**src/rtl/memoria_programa.sv**
```systemverilog
// rtl/memoria_programa.sv - loadable instruction memory for the MIPS fetch stage
// Bytes stream in MSB-first during LOAD; fetch reads word-indexed by byte PC in RUN.
module memoria_programa #(
  parameter int               NBITS     = 32,
  parameter int               DEPTH     = 64,
  parameter int               ADDR_W    = $clog2(DEPTH),
  parameter logic [NBITS-1:0] HALT_WORD = 32'hFFFF_FFFF
) (
  input  logic              i_clk,
  input  logic              i_reset_n,
  input  logic              i_load_start,
  input  logic              i_load_valid,
  input  logic [7:0]        i_load_data,
  input  logic [NBITS-1:0]  i_PC,
  input  logic              i_read_en,
  input  logic              i_flush,
  output logic [NBITS-1:0]  o_Instruction,
  output logic              o_halt,
  output logic              o_addr_error,
  output logic              o_load_busy,
  output logic              o_load_done,
  output logic [ADDR_W:0]   o_prog_words
);

  localparam int               BYTES     = NBITS / 8;
  localparam int               BCW       = (BYTES > 1) ? $clog2(BYTES) : 1;
  localparam logic [BCW-1:0]   LAST_BYTE = BCW'(BYTES - 1);
  localparam logic [ADDR_W:0]  DEPTH_W   = (ADDR_W + 1)'(DEPTH);
  localparam logic [NBITS-1:0] PC_LIMIT  = NBITS'(DEPTH) << 2;

  typedef enum logic [1:0] {IDLE, LOAD, RUN} state_t;

  state_t             state_q, state_d;
  logic [BCW-1:0]     cnt_q, cnt_d;
  logic [NBITS-9:0]   buf_q, buf_d;
  logic [ADDR_W:0]    ptr_q, ptr_d;
  logic               done_q, done_d;
  logic [NBITS-1:0]   instr_q, instr_d;
  logic               halt_q, halt_d;
  logic               aerr_q, aerr_d;

  logic [NBITS-1:0]   mem [DEPTH];
  logic [NBITS-1:0]   word_full;
  logic               wr_en;
  logic [ADDR_W-1:0]  rd_idx;
  logic               bad_addr;

  assign word_full = {buf_q, i_load_data};
  assign rd_idx    = i_PC[ADDR_W+1:2];
  // Full-width compare so high PC bits can never alias onto a valid index.
  assign bad_addr  = (|i_PC[1:0]) || (i_PC >= PC_LIMIT);

  always_comb begin
    state_d = state_q;
    cnt_d   = cnt_q;
    buf_d   = buf_q;
    ptr_d   = ptr_q;
    done_d  = 1'b0;
    wr_en   = 1'b0;
    if (i_load_start) begin
      state_d = LOAD;
      cnt_d   = '0;
      ptr_d   = '0;
    end else if (state_q == LOAD && i_load_valid) begin
      buf_d = word_full[NBITS-9:0];
      if (cnt_q == LAST_BYTE) begin
        wr_en = 1'b1;
        cnt_d = '0;
        ptr_d = ptr_q + 1'b1;
        if (word_full == HALT_WORD || (ptr_q + 1'b1) == DEPTH_W) begin
          state_d = RUN;
          done_d  = 1'b1;
        end
      end else begin
        cnt_d = cnt_q + 1'b1;
      end
    end
  end

  always_comb begin
    instr_d = instr_q;
    halt_d  = halt_q;
    aerr_d  = aerr_q;
    if (i_flush) begin
      instr_d = '0;
      halt_d  = 1'b0;
      aerr_d  = 1'b0;
    end else if (i_read_en) begin
      instr_d = '0;
      halt_d  = 1'b0;
      aerr_d  = 1'b0;
      if (state_q == RUN) begin
        if (bad_addr) begin
          aerr_d = 1'b1;
        end else begin
          instr_d = mem[rd_idx];
          halt_d  = (mem[rd_idx] == HALT_WORD);
        end
      end
    end
  end

  always_ff @(posedge i_clk or negedge i_reset_n) begin
    if (!i_reset_n) begin
      state_q <= IDLE;
      cnt_q   <= '0;
      buf_q   <= '0;
      ptr_q   <= '0;
      done_q  <= 1'b0;
      instr_q <= '0;
      halt_q  <= 1'b0;
      aerr_q  <= 1'b0;
    end else begin
      state_q <= state_d;
      cnt_q   <= cnt_d;
      buf_q   <= buf_d;
      ptr_q   <= ptr_d;
      done_q  <= done_d;
      instr_q <= instr_d;
      halt_q  <= halt_d;
      aerr_q  <= aerr_d;
    end
  end

  // Program storage is deliberately unreset so a loaded program survives reset.
  always_ff @(posedge i_clk) begin
    if (wr_en) mem[ptr_q[ADDR_W-1:0]] <= word_full;
  end

  assign o_Instruction = instr_q;
  assign o_halt        = halt_q;
  assign o_addr_error  = aerr_q;
  assign o_load_busy   = (state_q == LOAD);
  assign o_load_done   = done_q;
  assign o_prog_words  = ptr_q;

endmodule

```
**config.mk**
```make
export PLATFORM = sky130hd
export DESIGN_NAME = memoria_programa
export DESIGN_NICKNAME = d
export VERILOG_FILES = /design/src/rtl/memoria_programa.sv
export SDC_FILE = /design/constraint.sdc
export NUM_CORES = 2
export LEC_CHECK = 0
export CORE_ASPECT_RATIO = 0.8
export CORE_MARGIN = 8
export CORE_UTILIZATION = 30
export CTS_CLUSTER_DIAMETER = 80
export DETAILED_ROUTE_END_ITERATION = 16
export GPL_ROUTABILITY_DRIVEN = 0
export GPL_TIMING_DRIVEN = 0
export PLACE_DENSITY = 0.49
export SLEW_MARGIN = 20
export SYNTH_ARGS = -nofsm -noshare
export SYNTH_HDL_FRONTEND = slang
export SYNTH_SLANG_ARGS = --single-unit
```
**constraint.sdc**
```tcl
create_clock -name i_clk -period 4.34 [get_ports i_clk]
set_input_delay 0.434 -clock i_clk [delete_from_list [all_inputs] [get_ports i_clk]]
set_output_delay 0.434 -clock i_clk [all_outputs]
set_load 0.005 [all_outputs]
```
# ---- Word level (Yosys, flattened, before mapping)
# Memory sizes are Yosys's and may differ from the RTL's.
# Index checks and enable logic that the tools add are counted.
dict set report op_classes {
  n_bitwise 1
  reduce_logical 11
  n_lt_le_gt_ge 1
  mux 31
  eq_ne 6
  n_addsub 2
}
# operator n
set ops {}
lappend ops {{32-bit two-way mux} 4}
lappend ops {{32-bit == test (second input constant)} 2}
lappend ops {{32-bit by 9-bit greater-or-equal comparator with 1-bit output (second input constant)} 1}
lappend ops {{7-bit two-way mux} 3}
lappend ops {{1-bit two-way mux} 17}
lappend ops {{2-bit two-way mux} 7}
lappend ops {{2-bit nonzero test} 4}
lappend ops {{7-bit by 1-bit adder with 7-bit output (second input constant)} 1}
lappend ops {{7-bit == test (second input constant)} 1}
lappend ops {{2-bit == test (second input constant)} 2}
lappend ops {{2-bit AND reduction} 2}
lappend ops {{3-bit AND reduction} 1}
lappend ops {{2-bit by 1-bit adder with 2-bit output (second input constant)} 1}
lappend ops {{2-bit by 1-bit == test with 1-bit output (second input constant)} 1}
lappend ops {{1-bit logical OR} 2}
lappend ops {{2-bit OR reduction} 1}
lappend ops {{1-bit logical AND} 1}
lappend ops {{1-bit inverter} 1}
dict set report totals {
  input_bits 46
  n_memories 1
  word_cells 61
  mem_bits_rw 2048
  out_inout_bits 43
  register_bits 70
}
# name words word_bits read_ports rd_clocked_by_memory_dff write_ports line
set mem_list {}
lappend mem_list {mem 64 32 1 0 1 42} ;# logic [NBITS-1:0] mem [DEPTH];

# ---- Depth between registers and ports, before layout
dict set report logic_depth {
  ltp_word 7
  mapped_depth 16
  mapped_depth_nobuf 9
}

# ---- Worst setup path before layout
# Ideal clock, no wire load.
dict set report synth_path {
  path_kind {reg-to-reg}
  start {reg state_q[0]}
  end {mem mem[31][0] (enable)}
  period_less_slack_ps 3999
  slack_ps 341
  n_path_buf 0
  setup_time_ps 461
  arrival_time_ps 3538
  required_time_ps 3879
  stages_incl_launch_ff 6
  cell_sequence {dfrtp_1 -> nor2b_1 -> nand2_1 -> nor2_1 -> nand2_1 -> nor3_1}
}
dict set report synth_via {
  elab_chain_len 6
}
# item line
set synth_rtl {}
lappend synth_rtl {{start, declared} 33} ;# state_t state_q, state_d;
lappend synth_rtl {{start signal, assigned} 114} ;# state_q <= state_d;
lappend synth_rtl {{2-bit by 1-bit == test with 1-bit output} n/a}
lappend synth_rtl {{via o_load_busy} 20} ;# output logic o_load_busy,
lappend synth_rtl {{1-bit logical AND} 64} ;# end else if (state_q == LOAD && i_load_valid) begin
lappend synth_rtl {{1-bit two-way mux} 64}
lappend synth_rtl {{1-bit two-way mux} 60} ;# if (i_load_start) begin
lappend synth_rtl {{1-bit two-way mux} 127} ;# if (wr_en) mem[ptr_q[ADDR_W-1:0]] <= word_full;
lappend synth_rtl {{1-bit two-way mux (implied by the code)} 127}
lappend synth_rtl {{end, declared} 42}
# The timed path passes the listed nets, and every way through them passes these cells.

# ---- Worst setup path in the final report
dict set report layout_path {
  start {in i_PC[4]}
  end {reg halt_q, in the netlist o_halt}
}
dict set report layout_via {
  elab_chain_len 6
  word_cells_on_any_way 8
  cone_classes {order compare: 1; eq/ne: 1; mux: 4; reduce/logical: 1; memory: 1}
}
# item line
set layout_rtl {}
lappend layout_rtl {{start, declared} 14} ;# input logic [NBITS-1:0] i_PC,
lappend layout_rtl {{memory read 64 x 32 bit or 32-bit by 9-bit greater-or-equal comparator with 1-bit output (tied branches)} n/a}
lappend layout_rtl {{32-bit == test or 1-bit logical OR (tied branches)} {97, 51}}
lappend layout_rtl {{1-bit two-way mux (*)} 93} ;# if (bad_addr) begin
lappend layout_rtl {{1-bit two-way mux (*)} 92} ;# if (state_q == RUN) begin
lappend layout_rtl {{1-bit two-way mux (*)} 88} ;# end else if (i_read_en) begin
lappend layout_rtl {{1-bit two-way mux (*)} 84} ;# if (i_flush) begin
lappend layout_rtl {{end signal, assigned} 120} ;# halt_q <= halt_d;
lappend layout_rtl {{end, declared} 39} ;# logic halt_q, halt_d;
# Mark *: on every way between the ends. The rest lies on a longest branch, timed or not. The select of a mux whose other input is x is not followed.
# A chain may end at the register's enable or synchronous reset.

==> results.json <==
{
  "status": "finished, violations left",
  "failed_checks": "setup timing",
  "cp.arrival_ns": 5.21,
  "crit_path_start_kind": "input port",
  "numCtsBuffers": 213,
  "wire_per_inst_um": 42.0,
  "ys_ff_latch": 2118,
  "worstPathRequired_ns": 5.13,
  "grt_pass1_wl_mm": 441,
  "drt_pass1_iterations": 6,
  "grt_pass1_vias": 43600,
  "criticalPathCategory": "in2reg",
  "dieArea_um2": 292000,
  "pwr-share-clk": 0.394,
  "fin_crit_sh": 1.02,
  "period_needed_ns": 4.42,
  "pwr-share-comb": 0.070,
  "cap_violations": 0,
  "gr-usage-all-layers": 0.226,
  "setup_viol": 1,
  "finalHoldViolCount": 0,
  "syn_nets": 3785,
  "htree_levels": 4,
  "synth_cells": 3736,
  "setup_slack_ns": -0.0770,
  "root_buffer": "clkbuf_16",
  "core_um2": 274000,
  "slowest_stage": "nor3_1",
  "post-route-drc-count": 0,
  "grt_setup_unrepaired": "no",
  "clockBufferDepth": 4,
  "antenna_found_initial": 26,
  "layout.nets": 4387,
  "crit_chain": "dlymetal6s2s_1 -> buf_4 -> buf_4 -> buf_2 -> buf_2 -> clkbuf_8 -> mux4_2 -> nor2_1 -> nor3_1 -> nand3b_1 -> nor4bb_1 -> a22o_1",
  "design_area_um2": 101000,
  "synth_area_leader_cell": "edfxtp_1",
  "power_density_nw_per_um2": 447,
  "final_util": 0.367,
  "cpLargestDelayFamily": "buffers and inverters",
  "power_leakage_nw": 32.1,
  "pre_cts_ws_ns": -2.00,
  "worst_slew_pin_slew_ns": 1.22,
  "overflow": 0,
  "critPathMaxStageDelay_ns": 0.82,
  "fin_worst_skew_ns": 0.0553,
  "synthFlopType": "edfxtp_1",
  "drt_iter0_markers": 9179,
  "start_util": 0.301,
  "ys_seq_area_frac": 0.767,
  "max_clock_freq_mhz": 226,
  "finalSetupTns_ns": -0.0770,
  "drive_above_1_share": 0.289,
  "synth_edf_count": 2048,
  "netSwitchingPower_mw": 10.9,
  "cts_tree": "yes",
  "via_count": 47200,
  "power_mw": 45.0,
  "portBuffers": 83,
  "crit_path_end_kind": "flip-flop",
  "io_pins": 89,
  "drv_slew": 0,
  "crit_buf_inv": 6,
  "ir_drop_v": 0.000306,
  "dpl.cell_count": 7705,
  "hold_class": "in2reg",
  "ys_warn_count": 0,
  "final_cells": 8162,
  "finalHoldWorstSlack_ns": 0.130,
  "async_reset_ff_frac": 0.0331,
  "synth.avg_cell_area_um2": 22.1,
  "clk_pin_slew_ns": 0.06,
  "grt_max_degree": 68,
  "viasPerCell": 5.78,
  "final_antenna_net_count": 0,
  "p_int_mw": 34.1,
  "clk_latency_ns": 0.88,
  "placementRows": 172,
  "seqPwrFrac": 0.536,
  "syn_to_final_growth_pct": 22.0,
  "die_x_um": 602,
  "swShare": 0.242,
  "ys_top_cells_by_area": "edfxtp_1, mux4_2, mux4_1",
  "slew_headroom": 0.184,
  "place_area_um2": 93400,
  "hpwl_mm": 241,
  "synth.cell_area_um2": 82400,
  "die_y_um": 485,
  "wl_mm": 343,
  "clock_sinks": 2118,
  "yosysUniqueCellTypes": 72,
  "yosysTopAreaCellShare": 0.746,
  "crit_path_max_fanout": 10
}
[cell usage after synthesis, types with 6 or more instances]
| cell | number |
|---|---|
| a211oi_1 | 19 |
| a21oi_1 | 66 |
| a221oi_1 | 13 |
| a22o_1 | 24 |
| a22oi_1 | 91 |
| a31oi_1 | 10 |
| buf_1 | 6 |
| buf_12 | 28 |
| buf_2 | 51 |
| buf_4 | 26 |
| buf_6 | 22 |
| buf_8 | 9 |
| clkbuf_1 | 36 |
| clkbuf_8 | 22 |
| dfrtp_1 | 70 |
| edfxtp_1 | 2048 |
| mux2_2 | 36 |
| mux2i_1 | 167 |
| mux4_1 | 105 |
| mux4_2 | 357 |
| nand2_1 | 86 |
| nand2b_1 | 7 |
| nand3_1 | 41 |
| nand4_1 | 17 |
| nor2_1 | 113 |
| nor2b_1 | 25 |
| nor3_1 | 16 |
| nor4_1 | 16 |
| o21ai_0 | 45 |
| o221ai_1 | 21 |
| o22ai_1 | 49 |
[cells by family (layout without fill, tap and decap cells)]
logic type / Yosys count / in the layout / synth area share
DFF: 2118 / 2118 / 0.767
muxes: 665 / 665 / 0.156
and+or+nand+nor: 360 / 360 / 0.0210
adders and majority gates: 3 / 3 / 0.000455
AOI/OAI and AO/OA: 376 / 376 / 0.0315
xor gates and xnor gates: 6 / 6 / 0.000637
buffers and inverters: 208 / 970 / 0.0229
other: 0 / 10 / 0
[registers in the layout, summed over array words and instances (netlist names)]
register       flops
mem             2048
o_Instruction     32
buf_q             24
o_prog_words       7
cnt_q              2
state_q            2
o_addr_error       1
o_halt             1
o_load_done        1
[layout make-up]
type | instances | area [µm²]
fillers | 24800 | 173000
flip-flops and latches | 2118 | 63300
multi-input cells | 1410 | 17900
repair buffers | 387 | 6410
clock buffers | 263 | 5580
well taps | 3654 | 4570
plain buffers | 202 | 1900
clock inverters | 112 | 817
diodes | 10 | 25.0
inverters | 6 | 22.5
[final timing paths]
kind | startpoint | endpoint | slack, ns | depth (start not counted)
min in group asynchronous | i_reset_n | o_prog_words[4] | 0.14 | 2
max | i_PC[4] | o_halt | -0.08 | 12
min | i_load_data[4] | mem[50][4] | 0.13 | 2
max in group asynchronous | i_reset_n | o_Instruction[17] | 3.48 | 3
min reg2reg | o_Instruction[3] | o_Instruction[3] | 0.48 | 2
max reg2reg | state_q[0] | mem[60][14] | 0.19 | 9
[routing by layer]
layer  part of all wire  up-vias  GRT usage
met2               0.42     3537      0.327
li1                   -    17100          -
met1               0.42    26000      0.334
met4              0.034        2     0.0660
met5           0.000038        -          0
met3               0.13      531     0.0607
[power groups by stage]
| stage | clock, mW | sequential (mW) | combinational [mW] |
|---|---|---|---|
| final | 17.7 | 24.1 | 3.15 |
| after global routing | 18.5 | 24.1 | 3.19 |
| after floorplan | 0 | 24.5 | 1.16 |
| after global placement | 0 | 25.1 | 2.27 |
| after CTS | 17.8 | 24.1 | 3.06 |
| after detailed placement | 0 | 24.5 | 3.05 |
[layout by cell type (no fill, tap or decap), drive strengths merged, types with 5 or more instances in the layout]
cell type,Yosys,final
o22ai,49,49
o211ai,5,5
clkbuf,60,322
nand4,17,17
a31oi,10,10
mux2,36,36
a22oi,91,91
mux4,462,462
edfxtp,2048,2048
nor2,115,115
and2b,6,6
mux2i,167,167
clkdlybuf4s50,0,73
bufinv,0,10
a21oi,66,66
clkinv,1,94
nand3b,5,5
nor3,16,16
xor2,5,5
clkinvlp,0,6
nor4,16,16
and2,9,9
a211oi,19,19
nand3,41,41
diode,0,10
nand2,86,86
inv,5,8
o221ai,26,26
o21ai,50,50
nor2b,25,25
nand2b,7,7
dfrtp,70,70
a22o,24,24
a221oi,13,13
buf,142,453
[what timing repair did]
item / 4_1_cts / 5_1_grt
buffers inserted: 10 / 59
endpoints found under the hold margin: 49 / 0
pin swaps: 6 / 22
hold buffers: 3 / 0
setup endpoints to repair: 777 / 276
resized for setup: 16 / 13
Note: power is estimated with default switching activity, not from simulation.
